`config.mk`:
```
export PLATFORM = sky130hd
export DESIGN_NAME = logic_unit_pipe
export DESIGN_NICKNAME = d
export VERILOG_FILES = /design/src/rtl/lu_pkg.sv /design/src/rtl/lu_lane.sv /design/src/rtl/logic_unit_pipe.sv
export SDC_FILE = /design/constraint.sdc
export NUM_CORES = 1
export LEC_CHECK = 0
export ABC_AREA = 1
export CORE_AREA = 2 2 201 203
export CTS_CLUSTER_SIZE = 30
export DETAILED_ROUTE_END_ITERATION = 16
export DIE_AREA = 0 0 203 205
export PLACE_DENSITY = 0.67
export SLEW_MARGIN = 20
export SYNTH_ARGS = -nofsm -noshare
export SYNTH_HDL_FRONTEND = slang
export SYNTH_SLANG_ARGS = --single-unit
```
`constraint.sdc`:
```
create_clock -name clk -period 1.72 [get_ports clk]
set_clock_uncertainty 0.1 [all_clocks]
set_input_delay 0.172 -clock clk [delete_from_list [all_inputs] [get_ports clk]]
set_output_delay 0.172 -clock clk [all_outputs]
set_load 0.02 [all_outputs]
```
`src/rtl/lu_pkg.sv`:
```
// Package: lu_pkg
// Shared definitions for the pipelined logic unit.
//   lu_op_t       5-bit opcode type
//   LU_AND..LU_POPC  opcode constants; legal codes form one contiguous range
//   is_legal_op() returns 1 for any opcode the lane datapath implements
package lu_pkg;

    typedef logic [4:0] lu_op_t;

    localparam lu_op_t LU_AND   = 5'b01010;
    localparam lu_op_t LU_OR    = 5'b01011;
    localparam lu_op_t LU_XOR   = 5'b01100;
    localparam lu_op_t LU_NAND  = 5'b01101;
    localparam lu_op_t LU_NOR   = 5'b01110;
    localparam lu_op_t LU_XNOR  = 5'b01111;
    localparam lu_op_t LU_NOT   = 5'b10000;
    localparam lu_op_t LU_NEG   = 5'b10001;
    localparam lu_op_t LU_ANDN  = 5'b10010;
    localparam lu_op_t LU_ORN   = 5'b10011;
    localparam lu_op_t LU_PASSA = 5'b10100;
    localparam lu_op_t LU_PASSB = 5'b10101;
    localparam lu_op_t LU_POPC  = 5'b10110;

    // The implemented opcodes are contiguous, so legality is a range test.
    function automatic logic is_legal_op(input lu_op_t op);
        return (op >= LU_AND) && (op <= LU_POPC);
    endfunction

endpackage

```
`src/rtl/lu_lane.sv`:
```
// Module: lu_lane
// Purely combinational datapath for one issue slot.
//   a, b     in   WIDTH  operands
//   op       in   5      opcode (lu_op_t)
//   en       in   1      lane enable; a disabled lane outputs all zeros
//   c        out  WIDTH  result (0 for disabled or illegal lanes)
//   zero     out  1      result is zero on an enabled, legal lane
//   illegal  out  1      opcode illegal on an enabled lane
module lu_lane
    import lu_pkg::*;
#(
    parameter int WIDTH = 32
) (
    input  logic [WIDTH-1:0] a,
    input  logic [WIDTH-1:0] b,
    input  lu_op_t           op,
    input  logic             en,
    output logic [WIDTH-1:0] c,
    output logic             zero,
    output logic             illegal
);

    logic [WIDTH-1:0] pop;

    // Population count of a, zero-extended; WIDTH >= 2 guarantees it fits.
    always_comb begin
        pop = '0;
        for (int i = 0; i < WIDTH; i++) begin
            pop = pop + WIDTH'(a[i]);
        end
    end

    always_comb begin
        // NOTE: every output gets a default before the case so no path leaves
        // it unassigned; without this the tool would infer a latch.
        c       = '0;
        illegal = 1'b0;
        if (en) begin
            illegal = !is_legal_op(op);
            case (op)
                LU_AND:   c = a & b;
                LU_OR:    c = a | b;
                LU_XOR:   c = a ^ b;
                LU_NAND:  c = ~(a & b);
                LU_NOR:   c = ~(a | b);
                LU_XNOR:  c = ~(a ^ b);
                LU_NOT:   c = ~a;
                LU_NEG:   c = ~a + WIDTH'(1);
                LU_ANDN:  c = a & ~b;
                LU_ORN:   c = a | ~b;
                LU_PASSA: c = a;
                LU_PASSB: c = b;
                LU_POPC:  c = pop;
                default:  c = '0;
            endcase
        end
        zero = en && !illegal && (c == '0);
    end

endmodule

```
`src/rtl/logic_unit_pipe.sv`:
```
// Module: logic_unit_pipe
// Multi-lane logic unit with one registered valid/ready output stage.
//   clk, rst_n    clock and asynchronous active-low reset
//   in_valid      in   input beat valid
//   in_ready      out  stage can take a beat (empty or draining this cycle)
//   in_lane_en    in   per-lane enable
//   in_op         in   5-bit opcode per lane, lane i at [5i+4:5i]
//   in_a, in_b    in   operands per lane, lane i at [WIDTH*i +: WIDTH]
//   out_valid     out  result beat valid
//   out_ready     in   downstream takes the result beat
//   out_c         out  result per lane
//   out_zero      out  per-lane zero flag
//   out_illegal   out  per-lane illegal-opcode flag
//   err_clr       in   synchronous clear of err_count (wins over increment)
//   err_count     out  saturating count of accepted beats with an illegal lane
module logic_unit_pipe
    import lu_pkg::*;
#(
    parameter int WIDTH = 32,
    parameter int LANES = 2,
    parameter int CNT_W = 8
) (
    input  logic                   clk,
    input  logic                   rst_n,
    input  logic                   in_valid,
    output logic                   in_ready,
    input  logic [LANES-1:0]       in_lane_en,
    input  logic [LANES*5-1:0]     in_op,
    input  logic [LANES*WIDTH-1:0] in_a,
    input  logic [LANES*WIDTH-1:0] in_b,
    output logic                   out_valid,
    input  logic                   out_ready,
    output logic [LANES*WIDTH-1:0] out_c,
    output logic [LANES-1:0]       out_zero,
    output logic [LANES-1:0]       out_illegal,
    input  logic                   err_clr,
    output logic [CNT_W-1:0]       err_count
);

    localparam logic [CNT_W-1:0] CNT_MAX = '1;

    logic [LANES*WIDTH-1:0] lane_c;
    logic [LANES-1:0]       lane_zero;
    logic [LANES-1:0]       lane_illegal;
    logic                   accept;

    for (genvar i = 0; i < LANES; i++) begin : g_lane
        lu_lane #(.WIDTH(WIDTH)) u_lane (
            .a       (in_a[i*WIDTH +: WIDTH]),
            .b       (in_b[i*WIDTH +: WIDTH]),
            .op      (in_op[i*5 +: 5]),
            .en      (in_lane_en[i]),
            .c       (lane_c[i*WIDTH +: WIDTH]),
            .zero    (lane_zero[i]),
            .illegal (lane_illegal[i])
        );
    end

    // The stage can refill in the same cycle it drains, so no bubble.
    assign in_ready = !out_valid || out_ready;
    assign accept   = in_valid && in_ready;

    // NOTE: sequential state is assigned with <= so every register samples
    // pre-edge values regardless of statement order.
    always_ff @(posedge clk or negedge rst_n) begin
        if (!rst_n) begin
            out_valid   <= 1'b0;
            out_c       <= '0;
            out_zero    <= '0;
            out_illegal <= '0;
        end else if (accept) begin
            out_valid   <= 1'b1;
            out_c       <= lane_c;
            out_zero    <= lane_zero;
            out_illegal <= lane_illegal;
        end else if (out_ready) begin
            // Data registers keep their last value; only the valid bit drops.
            out_valid   <= 1'b0;
        end
    end

    always_ff @(posedge clk or negedge rst_n) begin
        if (!rst_n) begin
            err_count <= '0;
        end else if (err_clr) begin
            err_count <= '0;
        end else if (accept && (|lane_illegal) && (err_count != CNT_MAX)) begin
            err_count <= err_count + CNT_W'(1);
        end
    end

endmodule

```
==> impl_results.md <==
- Worst setup margin: -3.57 ns
- Routed wire length per instance: 21.6 um
- Most frequent cell on the critical path: nand2_1
- Worst Hold Class: input port to asynchronous set/reset pin
- Fin. Hold Viols: 0
- CP max stage delay: 0.59 ns
- Async SR Flop Fraction: 1.00
- Root Buffer: clkbuf_16
- Vias: 25243
- Chip width: 203 um
- Initial Util: 0.447
- Largest family of logic cells by synthesized area: simple AND/OR/NAND/NOR gates
- DR iter-0 viols: 3411
- Sequential fraction of the synthesis area: 0.110
- Core Util, Final: 0.739
- Core area: 0.0394 mm2
- Final wirelength: 96.5 mm
- FP Rows: 73
- Die Ht: 205 um
- HPWL after DPL: 70.0 mm
- Post-route ant nets: 0
- CTS tree: done
- Net Count, Synth: 3526
- Adder-cell share of the synthesized area: 0.250
- Crit Reg-Reg Startpoint: out_valid
- Largest vdd supply drop: 0.892 mV
- Layout cells sized above 1: 0.334
- Worst path buffer plus inverter count: 5
- Synth-to-Final Area Change: 65.5%
- H-tree level count: 3
- Worst-margin pin slew: 0.435 ns
- F_max: 189 MHz
- P per Cell Area: 550 mW/mm2
- Fin crit share: 3.08
- Cell depth of the worst setup path: 27
- Compound-cell area share of the yosys netlist: 0.0441
- Wire length of the first global-routing pass: 136 mm
- GRT Residual Overflow: 0
- Cell area after synthesis: 0.0176 mm2
- Minimum clock period: 5.29 ns
- XOR/XNOR Fraction of Synth Area: 0.00299
- Post-Synth Simple-Gate Area: 0.475
- Reg2Reg Depth: 9
- Setup slack, reg-to-reg: -0.10 ns
- EDFF count, synth: 0
- All-Layer GR Usage: 0.427
- Clock Path Buffers: 2
- Initial antenna violation count: 2
- TritonCTS Buffers: 9
- Clock slew at reported path FFs: 0.07 ns
- Die area: 0.0416 mm2
- GP Congestion: 1.03
- Drt first pass iters: 6
- Fin. max-slew vios: 0
- Yosys reg bits: 77
- I/O Buffers: 222
- Max-Slew Margin vs Limit: 0.710
- Crit Path Max Fanout: 2
- Mapped Cells: 3058
- Count of final setup violators: 50
- # IOs: 223
- Syn avg cell area: 5.75 um2
- Clock Latency Late Sink: 0.35 ns
- Worst reg2reg path endpoint: err_count[5]
- CP max-delay cell: fa_1
- Fillers: 3092
- Arrival time worst endpoint: 5.48 ns
- Multiplexer area fraction after synthesis: 0
- RSZ-0062 raised after global routing: yes
- Vias in the first global route: 23391
- Largest net degree at the start of global routing: 66
- Worst Path Required: 1.91 ns
- Violated checks: negative setup slack
- # Max-Cap Violations: 0
- Layout Nets: 4400
- Clock tree sinks: 77
- Worst hold slack: 0.184 ns
- Cell variety after synth: 32
- Synth warnings: 0
- Vias/cell: 5.66
- DRC: 0
- Setup CP Type: input port to flop
- Crit end category: flop
- CP startpoint kind: input port
- Dominant synthesized flop cell: dfrtp_1
- CP top delay family: adder cells
- Leakage power: 15.8 nW
- Outcome: finished with violations
==> power by group <==
part           total, W  switching, W  internal (W)
registers       0.00211      0.000146       0.00196
clock network   0.00213      0.000845       0.00129
logic            0.0118       0.00661       0.00517
total            0.0160       0.00760       0.00842
==> cells by family after synthesis <==
family | after synthesis
AO/OA/AOI/OAI | 147
adder cells (fa/ha/maj) | 323
buffers and inverters | 530
flip-flops | 77
AND/OR/NAND/NOR | 1975
XOR/XNOR | 6
==> sequential cells by signal, indices dropped and copies added, names as in the netlist <==
register / flops
out_valid: 1
out_c: 64
out_zero: 2
err_count: 8
out_illegal: 2
==> Yosys cell counts (2+ instances only) <==
cell type / count / area [um2]
nand2_1: 1034 / 3880
nor2_1: 425 / 1600
inv_1: 404 / 1520
nand3_1: 346 / 1730
ha_1: 275 / 3440
o21ai_0: 110 / 551
dfrtp_1: 77 / 1930
nand3b_1: 70 / 526
nand4_1: 62 / 388
buf_2: 56 / 280
clkbuf_1: 52 / 195
fa_1: 48 / 961
nor3_1: 18 / 90.1
nor2_2: 12 / 75.1
a21oi_1: 11 / 55.1
o21ai_1: 10 / 50.1
o211ai_1: 9 / 67.6
inv_2: 8 / 30.0
buf_1: 6 / 22.5
o21bai_1: 4 / 30.0
buf_4: 3 / 22.5
xnor2_1: 3 / 26.3
xor2_1: 3 / 26.3
a211oi_1: 2 / 15.0
nand3_2: 2 / 20.0
nor2_4: 2 / 22.5
==> stage by stage <==
stage                     setup TNS [ns]  cell area (um2)  total power [W]  cells  setup WS, ns
after global routing              -56.23            29100           0.0171   4462         -3.81
after detailed placement         -118.67            24900           0.0114   4297         -4.34
after floorplan                   -43.39            17600          0.00753   3058         -3.48
after CTS                         -46.43            27300           0.0144   4400         -3.62
after global placement           -114.49            24900           0.0114   4297         -4.30
final                             -51.98            29100           0.0160   4463         -3.57
==> worst max path at each step <==
stage	from	end	slack [ns]
after floorplan	in_a[32]	out_zero[1]	-3.48
after global placement	in_a[33]	out_zero[1]	-4.30
after detailed placement	in_a[33]	out_zero[1]	-4.34
after CTS	in_a[0]	out_zero[0]	-3.62
after global routing	in_a[20]	out_zero[0]	-3.81
final	in_a[20]	out_zero[0]	-3.57
==> final cells by class <==
class / instances / area (um2) / share of cell area
multi-input cells: 2452 / 15600 / 0.536
repair buffers: 979 / 9000 / 0.309
flip-flops and latches: 77 / 1930 / 0.0662
inverters: 413 / 1600 / 0.0550
well taps: 525 / 657 / 0.0226
clock buffers: 10 / 229 / 0.00787
clock inverters: 6 / 96.3 / 0.00331
diodes: 1 / 2.50 / 0.0000860
==> placed cells by master, fill, tap and decap left out, types with 43 or more instances in the layout <==
| master | count |
|---|---|
| buf_6 | 145 |
| nor2_1 | 292 |
| inv_2 | 59 |
| buf_12 | 44 |
| clkdlybuf4s50_1 | 102 |
| nand3_2 | 43 |
| nand3_1 | 293 |
| nand3b_1 | 70 |
| nor2_2 | 69 |
| inv_1 | 340 |
| o21ai_0 | 46 |
| nand4_1 | 62 |
| nand2_1 | 898 |
| nor2_4 | 79 |
| ha_1 | 262 |
| dfrtp_1 | 77 |
| buf_4 | 560 |
| nand2_2 | 106 |
==> what timing repair did <==
item,4_1_cts,5_1_grt
pin swaps,145,220
endpoints found under the hold margin,47,0
endpoints found under the setup margin,85,77
hold buffers,1,0
setup buffers,89,85
resized for setup,608,510
gates cloned,5,4
==> routing by layer <==
layer  wire [um]  GRT usage  vias up
met5          13          0        -
met4        6420      0.195        2
met3       13300      0.101      532
met2       40000      0.650     1810
met1       36800      0.571    11597
li1            -          -    11302
Note: power is estimated with default switching activity, not from simulation.
